[config.mk]
export PLATFORM = sky130hd
export DESIGN_NAME = secret_flow_arb
export DESIGN_NICKNAME = d
export VERILOG_FILES = /design/src/rtl/secret_flow_arb.sv
export SDC_FILE = /design/constraint.sdc
export NUM_CORES = 1
export LEC_CHECK = 0
export BUFFER_PORTS_ARGS = -buffer_cell sky130_fd_sc_hd__buf_2
export CAP_MARGIN = 20
export CORE_UTILIZATION = 52
export CTS_CLUSTER_DIAMETER = 80
export DETAILED_ROUTE_END_ITERATION = 6
export GPL_TIMING_DRIVEN = 0
export PLACE_DENSITY = 0.76
export SLEW_MARGIN = 15
export SYNTH_ARGS = -nofsm -noshare
export SYNTH_HDL_FRONTEND = slang
export SYNTH_SLANG_ARGS = --single-unit
[constraint.sdc]
create_clock -name clk -period 4.59 [get_ports clk]
set_clock_uncertainty 0.2 [all_clocks]
set_input_delay 0.918 -clock clk [delete_from_list [all_inputs] [get_ports clk]]
set_output_delay 0.918 -clock clk [all_outputs]
set_load 0.1 [all_outputs]
[src/rtl/secret_flow_arb.sv]
// secret_flow_arb: two-port packet round-robin arbiter feeding the shared secret_flow crypt datapath.
// Per-port EOP counters exist only when SECRET_FLOW_ARB_PKT_CNT_EN is defined; otherwise they read 0.

module fallthrough_small_fifo #(
    parameter int WIDTH          = 72,
    parameter int MAX_DEPTH_BITS = 2
) (
    input  logic             clk,
    input  logic             reset,
    input  logic [WIDTH-1:0] din,
    input  logic             wr_en,
    input  logic             rd_en,
    output logic [WIDTH-1:0] dout,
    output logic             empty,
    output logic             nearly_full
);
    localparam int DEPTH = 1 << MAX_DEPTH_BITS;
    localparam logic [MAX_DEPTH_BITS:0] FULL_LVL = (MAX_DEPTH_BITS+1)'(DEPTH);
    localparam logic [MAX_DEPTH_BITS:0] NF_LVL   = (MAX_DEPTH_BITS+1)'(DEPTH - 1);

    logic [WIDTH-1:0]          mem [DEPTH];
    logic [MAX_DEPTH_BITS-1:0] wr_ptr;
    logic [MAX_DEPTH_BITS-1:0] rd_ptr;
    logic [MAX_DEPTH_BITS:0]   count;
    logic                      do_wr;
    logic                      do_rd;

    // Head word is visible combinationally so a write at edge N is readable right after edge N.
    assign empty       = (count == '0);
    assign nearly_full = (count >= NF_LVL);
    assign dout        = mem[rd_ptr];
    assign do_rd       = rd_en && !empty;
    assign do_wr       = wr_en && ((count != FULL_LVL) || do_rd);

    // NOTE: the storage array has no reset; pointers and count alone define which entries are valid.
    always_ff @(posedge clk) begin
        if (do_wr) mem[wr_ptr] <= din;
    end

    // NOTE: sequential state uses non-blocking assignments so every register samples pre-edge values.
    always_ff @(posedge clk or posedge reset) begin
        if (reset) begin
            wr_ptr <= '0;
            rd_ptr <= '0;
            count  <= '0;
        end else begin
            if (do_wr) wr_ptr <= wr_ptr + 1'b1;
            if (do_rd) rd_ptr <= rd_ptr + 1'b1;
            case ({do_wr, do_rd})
                2'b10:   count <= count + 1'b1;
                2'b01:   count <= count - 1'b1;
                default: count <= count;
            endcase
        end
    end
endmodule

module secret_flow_arb #(
    parameter int DATA_WIDTH = 64,
    parameter int CTRL_WIDTH = DATA_WIDTH / 8
) (
    input  logic                  clk,
    input  logic                  reset,
    input  logic [DATA_WIDTH-1:0] in0_data,
    input  logic [CTRL_WIDTH-1:0] in0_ctrl,
    input  logic                  in0_wr,
    output logic                  in0_rdy,
    input  logic [DATA_WIDTH-1:0] in1_data,
    input  logic [CTRL_WIDTH-1:0] in1_ctrl,
    input  logic                  in1_wr,
    output logic                  in1_rdy,
    output logic [DATA_WIDTH-1:0] out_data,
    output logic [CTRL_WIDTH-1:0] out_ctrl,
    output logic                  out_wr,
    input  logic                  out_rdy,
    output logic                  grant,
    output logic                  pkt_active,
    output logic [31:0]           pkt_cnt0,
    output logic [31:0]           pkt_cnt1
);
    localparam int W = DATA_WIDTH + CTRL_WIDTH;

    localparam logic [2:0] IDLE = 3'b001;
    localparam logic [2:0] HDR  = 3'b010;
    localparam logic [2:0] PKT  = 3'b100;

    logic [2:0]   state;
    logic         last_grant;
    logic [1:0]   empty;
    logic [1:0]   nearly_full;
    logic [1:0]   rd_en;
    logic [W-1:0] head0;
    logic [W-1:0] head1;
    logic         fifo_reset;
    logic         eop_done;

    assign fifo_reset = !reset;

    fallthrough_small_fifo #(.WIDTH(W), .MAX_DEPTH_BITS(2)) u_fifo0 (
        .clk(clk), .reset(fifo_reset), .din({in0_data, in0_ctrl}), .wr_en(in0_wr),
        .rd_en(rd_en[0]), .dout(head0), .empty(empty[0]), .nearly_full(nearly_full[0])
    );

    fallthrough_small_fifo #(.WIDTH(W), .MAX_DEPTH_BITS(2)) u_fifo1 (
        .clk(clk), .reset(fifo_reset), .din({in1_data, in1_ctrl}), .wr_en(in1_wr),
        .rd_en(rd_en[1]), .dout(head1), .empty(empty[1]), .nearly_full(nearly_full[1])
    );

    assign in0_rdy = !nearly_full[0];
    assign in1_rdy = !nearly_full[1];

    assign {out_data, out_ctrl} = grant ? head1 : head0;
    assign pkt_active = (state != IDLE);
    assign out_wr     = pkt_active && !empty[grant] && out_rdy;
    assign rd_en[0]   = out_wr && !grant;
    assign rd_en[1]   = out_wr && grant;
    assign eop_done   = (state == PKT) && out_wr && (out_ctrl != '0);

    // Grant is decided only in IDLE, so a packet is never split between ports.
    always_ff @(posedge clk or negedge reset) begin
        if (!reset) begin
            state      <= IDLE;
            grant      <= 1'b0;
            last_grant <= 1'b1;
        end else begin
            case (state)
                IDLE: begin
                    if (!empty[0] && !empty[1]) begin
                        grant <= !last_grant;
                        state <= HDR;
                    end else if (!empty[0]) begin
                        grant <= 1'b0;
                        state <= HDR;
                    end else if (!empty[1]) begin
                        grant <= 1'b1;
                        state <= HDR;
                    end
                end
                HDR: if (out_wr && (out_ctrl == '0)) state <= PKT;
                PKT: begin
                    if (eop_done) begin
                        state      <= IDLE;
                        last_grant <= grant;
                    end
                end
                default: state <= IDLE;
            endcase
        end
    end

`ifdef SECRET_FLOW_ARB_PKT_CNT_EN
    logic [31:0] cnt0;
    logic [31:0] cnt1;

    always_ff @(posedge clk or negedge reset) begin
        if (!reset) begin
            cnt0 <= '0;
            cnt1 <= '0;
        end else if (eop_done) begin
            if (grant) cnt1 <= cnt1 + 32'd1;
            else       cnt0 <= cnt0 + 32'd1;
        end
    end

    assign pkt_cnt0 = cnt0;
    assign pkt_cnt1 = cnt1;
`else
    assign pkt_cnt0 = '0;
    assign pkt_cnt1 = '0;
`endif
endmodule

==> metrics.md <==
| Metric | Value |
|---|---|
| IO Pins | between 200 and 300 |
| H-tree levels | 2 |
| Post-route cell area | ~28,000 µm² |
| Hold Buf Count CTS | 0 |
| Hold WS | roughly 0.06 ns |
| Tcrit/Tclk final | 0.937 |
| Endpoints failing setup | 0 |
| Ys async rst share | 0.0319 |
| Crit end category | output port |
| Largest net degree at the start of global routing | 44 |
| Fin. Hold Viols | 0 |
| Via/cell ratio | between 5 and 6 |
| Core Util, Final | 0.625 |
| Most frequent cells in the layout | edfxtp_1 (576), buf_2 (245), nand2_1 (200), mux4_2 (136), buf_4 (67) |
| Later-pin clock latency in the skew report | about 0.60 ns |
| # DRC | 0 |
| Nets@finish | between 1,500 and 2,000 |
| Worst-path fanout max | 10 |
| Clock sink count | about 600 |
| Number of flops mapped to enable cells by yosys | around 580 |
| Arrival time worst endpoint | 3.18 ns |
| Synth Cell Area | between 20,000 and 25,000 µm² |
| Placed Area | 25,700 µm² |
| CTS Root Cell | clkbuf_16 |
| Die Width | 213 µm |
| Max-cap violations | 0 |
| Worst path cell trace | clkbuf_1 -> buf_2 -> buf_2 -> mux4_2 -> nand2_1 -> nand2_1 -> buf_2 |
| Share of layout cells above drive strength 1 | 0.357 |
| Layout Cells excl Fill | ~2,200 |
| Detailed Route Iter0 Violations | 991 |
| Synthesis Warnings | 0 |
| # fillers | 3,149 |
| DP HPWL | ~32,000 µm |
| Slew @ Worst Pin | just over 1 ns |
| Syn Area/Cell | about 20 µm² |
| Chip height | 213 µm |
| Antenna violations before repair | 11 |
| HP Class | in -> async |
| DR WL/cell | about 23 µm |
| Clock transition at path regs | approximately 0.060 ns |
| Number of cell rows | 77 |
| Vias in the first global route | 12,300 |
| CP max stage cell | mux4_2 |
| Starting Density | 0.527 |
| Core area | roughly 44,000 µm² |
| Unique masters post-synth | 43 |
| CP Launch Type | register |
| Max-slew violation count | 0 |
| Worst path max stage delay | between 0.5 and 0.6 ns |
| Full die area | ~46,000 µm² |
| Unrepaired setup endpoints after global routing | no |
| Fmax | approximately 230 MHz |
| Total GRT Usage | 0.219 |
| Port Buf Inserts | 225 |
| Sequential element share of the synthesized area | 0.765 |
| Deepest clock path buffer count | 3 |
| Status | finished, final reports clean |
| Most common cell after layout, fill and taps aside | edfxtp_1 |
| DR pass1 iterations | 7 |
| DRT antenna net count | 0 |
| Slew HR | 0.326 |
| Cts bufs inserted | between 50 and 60 |
| First-pass GRT wire length | between 70,000 and 80,000 µm |
| Global route total overflow | 0 |
| Placed insts | 2,070 |
| #FFs+latches synth | approximately 600 |
| Synth Flop Type | edfxtp_1 |
| Final WL | ~49,000 µm |
| Post-Synthesis Cells | roughly 1,200 |
| Buffer count from post-CTS setup fixing | 0 |
| Critical Path RT | about 3.5 ns |
| Area delta synth->final | 18.6% |
| Via count | about 12,000 |
| Most used cell, CP | buf_2 |
| Critical setup path kind | reg -> out |
| CTS tree | yes |
| Final min period | about 4.3 ns |
| RePlAce Congestion | approximately 0.75 |
## what timing repair did
item / 4_1_cts / 5_1_grt
setup endpoints to repair: 59 / 0
gates resized for setup: 1 / 0
hold endpoints to repair: 0 / 0
## layer usage
metal  wire length, µm  up-vias  GRT usage
met3              3570       78     0.0489
met5                92        -          0
met4               973       14     0.0734
met2             24800      415      0.363
li1                  -     5206          -
met1             19600     6173      0.289
## per-stage QoR
| stage | setup TNS (ns) | worst slack [ns] |
|---|---|---|
| 5_1_grt | 0 | 0.0729 |
| 4_1_cts | 0 | 0.170 |
| 3_3_place_gp | -1402.12 | -3.76 |
| 2_1_floorplan | -210.67 | -0.731 |
| 3_5_place_dp | 0 | 0.457 |
| 6_report | 0 | 0.291 |
## cells in the mapped netlist, types with 4 or more instances
master      n  area (µm²)
xnor2_1     7        61.3
mux2i_1    18         180
buf_4      67         503
nand2b_1    4        25.0
buf_2      20         100
edfxtp_1  576       17300
ha_1        9         113
and2_1      4        25.0
inv_1      22        82.6
o22ai_1     8        50.1
nor2_1     10        37.5
nand2_1   200         751
a21oi_1     9        45.0
mux4_2    136        3060
dfrtp_1    17         425
clkbuf_1   23        86.3
## worst max-delay path: cells and delay by family (launching register included)
kind | cells | cell delay [ns]
DFF | 1 | 0.33
muxes | 1 | 0.58
buffers and inverters | 4 | 1.52
and+or+nand+nor | 2 | 0.14
## layout make-up
| cell class | instances | area [µm²] | share of cell area |
|---|---|---|---|
| diodes | 5 | 12.5 | 0.000454 |
| clock buffers | 71 | 1560 | 0.0567 |
| clock inverters | 35 | 260 | 0.00944 |
| multi-input cells | 504 | 4940 | 0.179 |
| flip-flops and latches | 595 | 17800 | 0.645 |
| well taps | 592 | 741 | 0.0269 |
| inverters | 24 | 90.1 | 0.00327 |
| plain buffers | 112 | 706 | 0.0256 |
| repair buffers | 241 | 1480 | 0.0538 |
## registers in the layout, indices dropped and copies added (netlist names)
| register | cells |
|---|---|
| u_fifo0.mem | 288 |
| u_fifo1.mem | 288 |
| state | 3 |
| u_fifo0.count | 3 |
| u_fifo1.count | 3 |
| u_fifo0.rd_ptr | 2 |
| u_fifo0.wr_ptr | 2 |
| u_fifo1.rd_ptr | 2 |
| u_fifo1.wr_ptr | 2 |
| grant | 1 |
| last_grant | 1 |
## worst paths after layout
check / from / to / slack [ns] / cells past startpoint
setup / recovery: u_fifo1.rd_ptr[0]$_DFFE_PN0N_ / out_data[58] / 0.29 / 7
setup reg to reg: state[0]$_DFFE_PN1P_ / u_fifo0.count[2]$_DFFE_PN0P_ / 1.31 / 11
min in group clk: in1_ctrl[7] / u_fifo1.mem[1][7]$_DFFE_PP_ / 0.33 / 1
hold / removal: reset / state[1]$_DFFE_PN0P_ / 0.06 / 1
hold reg to reg: u_fifo0.wr_ptr[0]$_DFFE_PN0P_ / u_fifo0.wr_ptr[0]$_DFFE_PN0P_ / 0.33 / 1
max in group asynchronous: reset / last_grant$_DFFE_PN1P_ / 3.79 / 1
## cell families after synthesis
kind of cell    after synthesis  synth area share
xor+xnor                     10           0.00377
buf+inv                     138            0.0345
fa+ha+maj                    11           0.00657
mux                         156             0.141
other cells                   1          0.000161
simple gates                230            0.0397
compound gates               33            0.0101
flops                       595             0.765
Power is left out: the tool's default activity adds up to more than one toggle a clock period on the data nets, which glitch-free logic cannot reach.
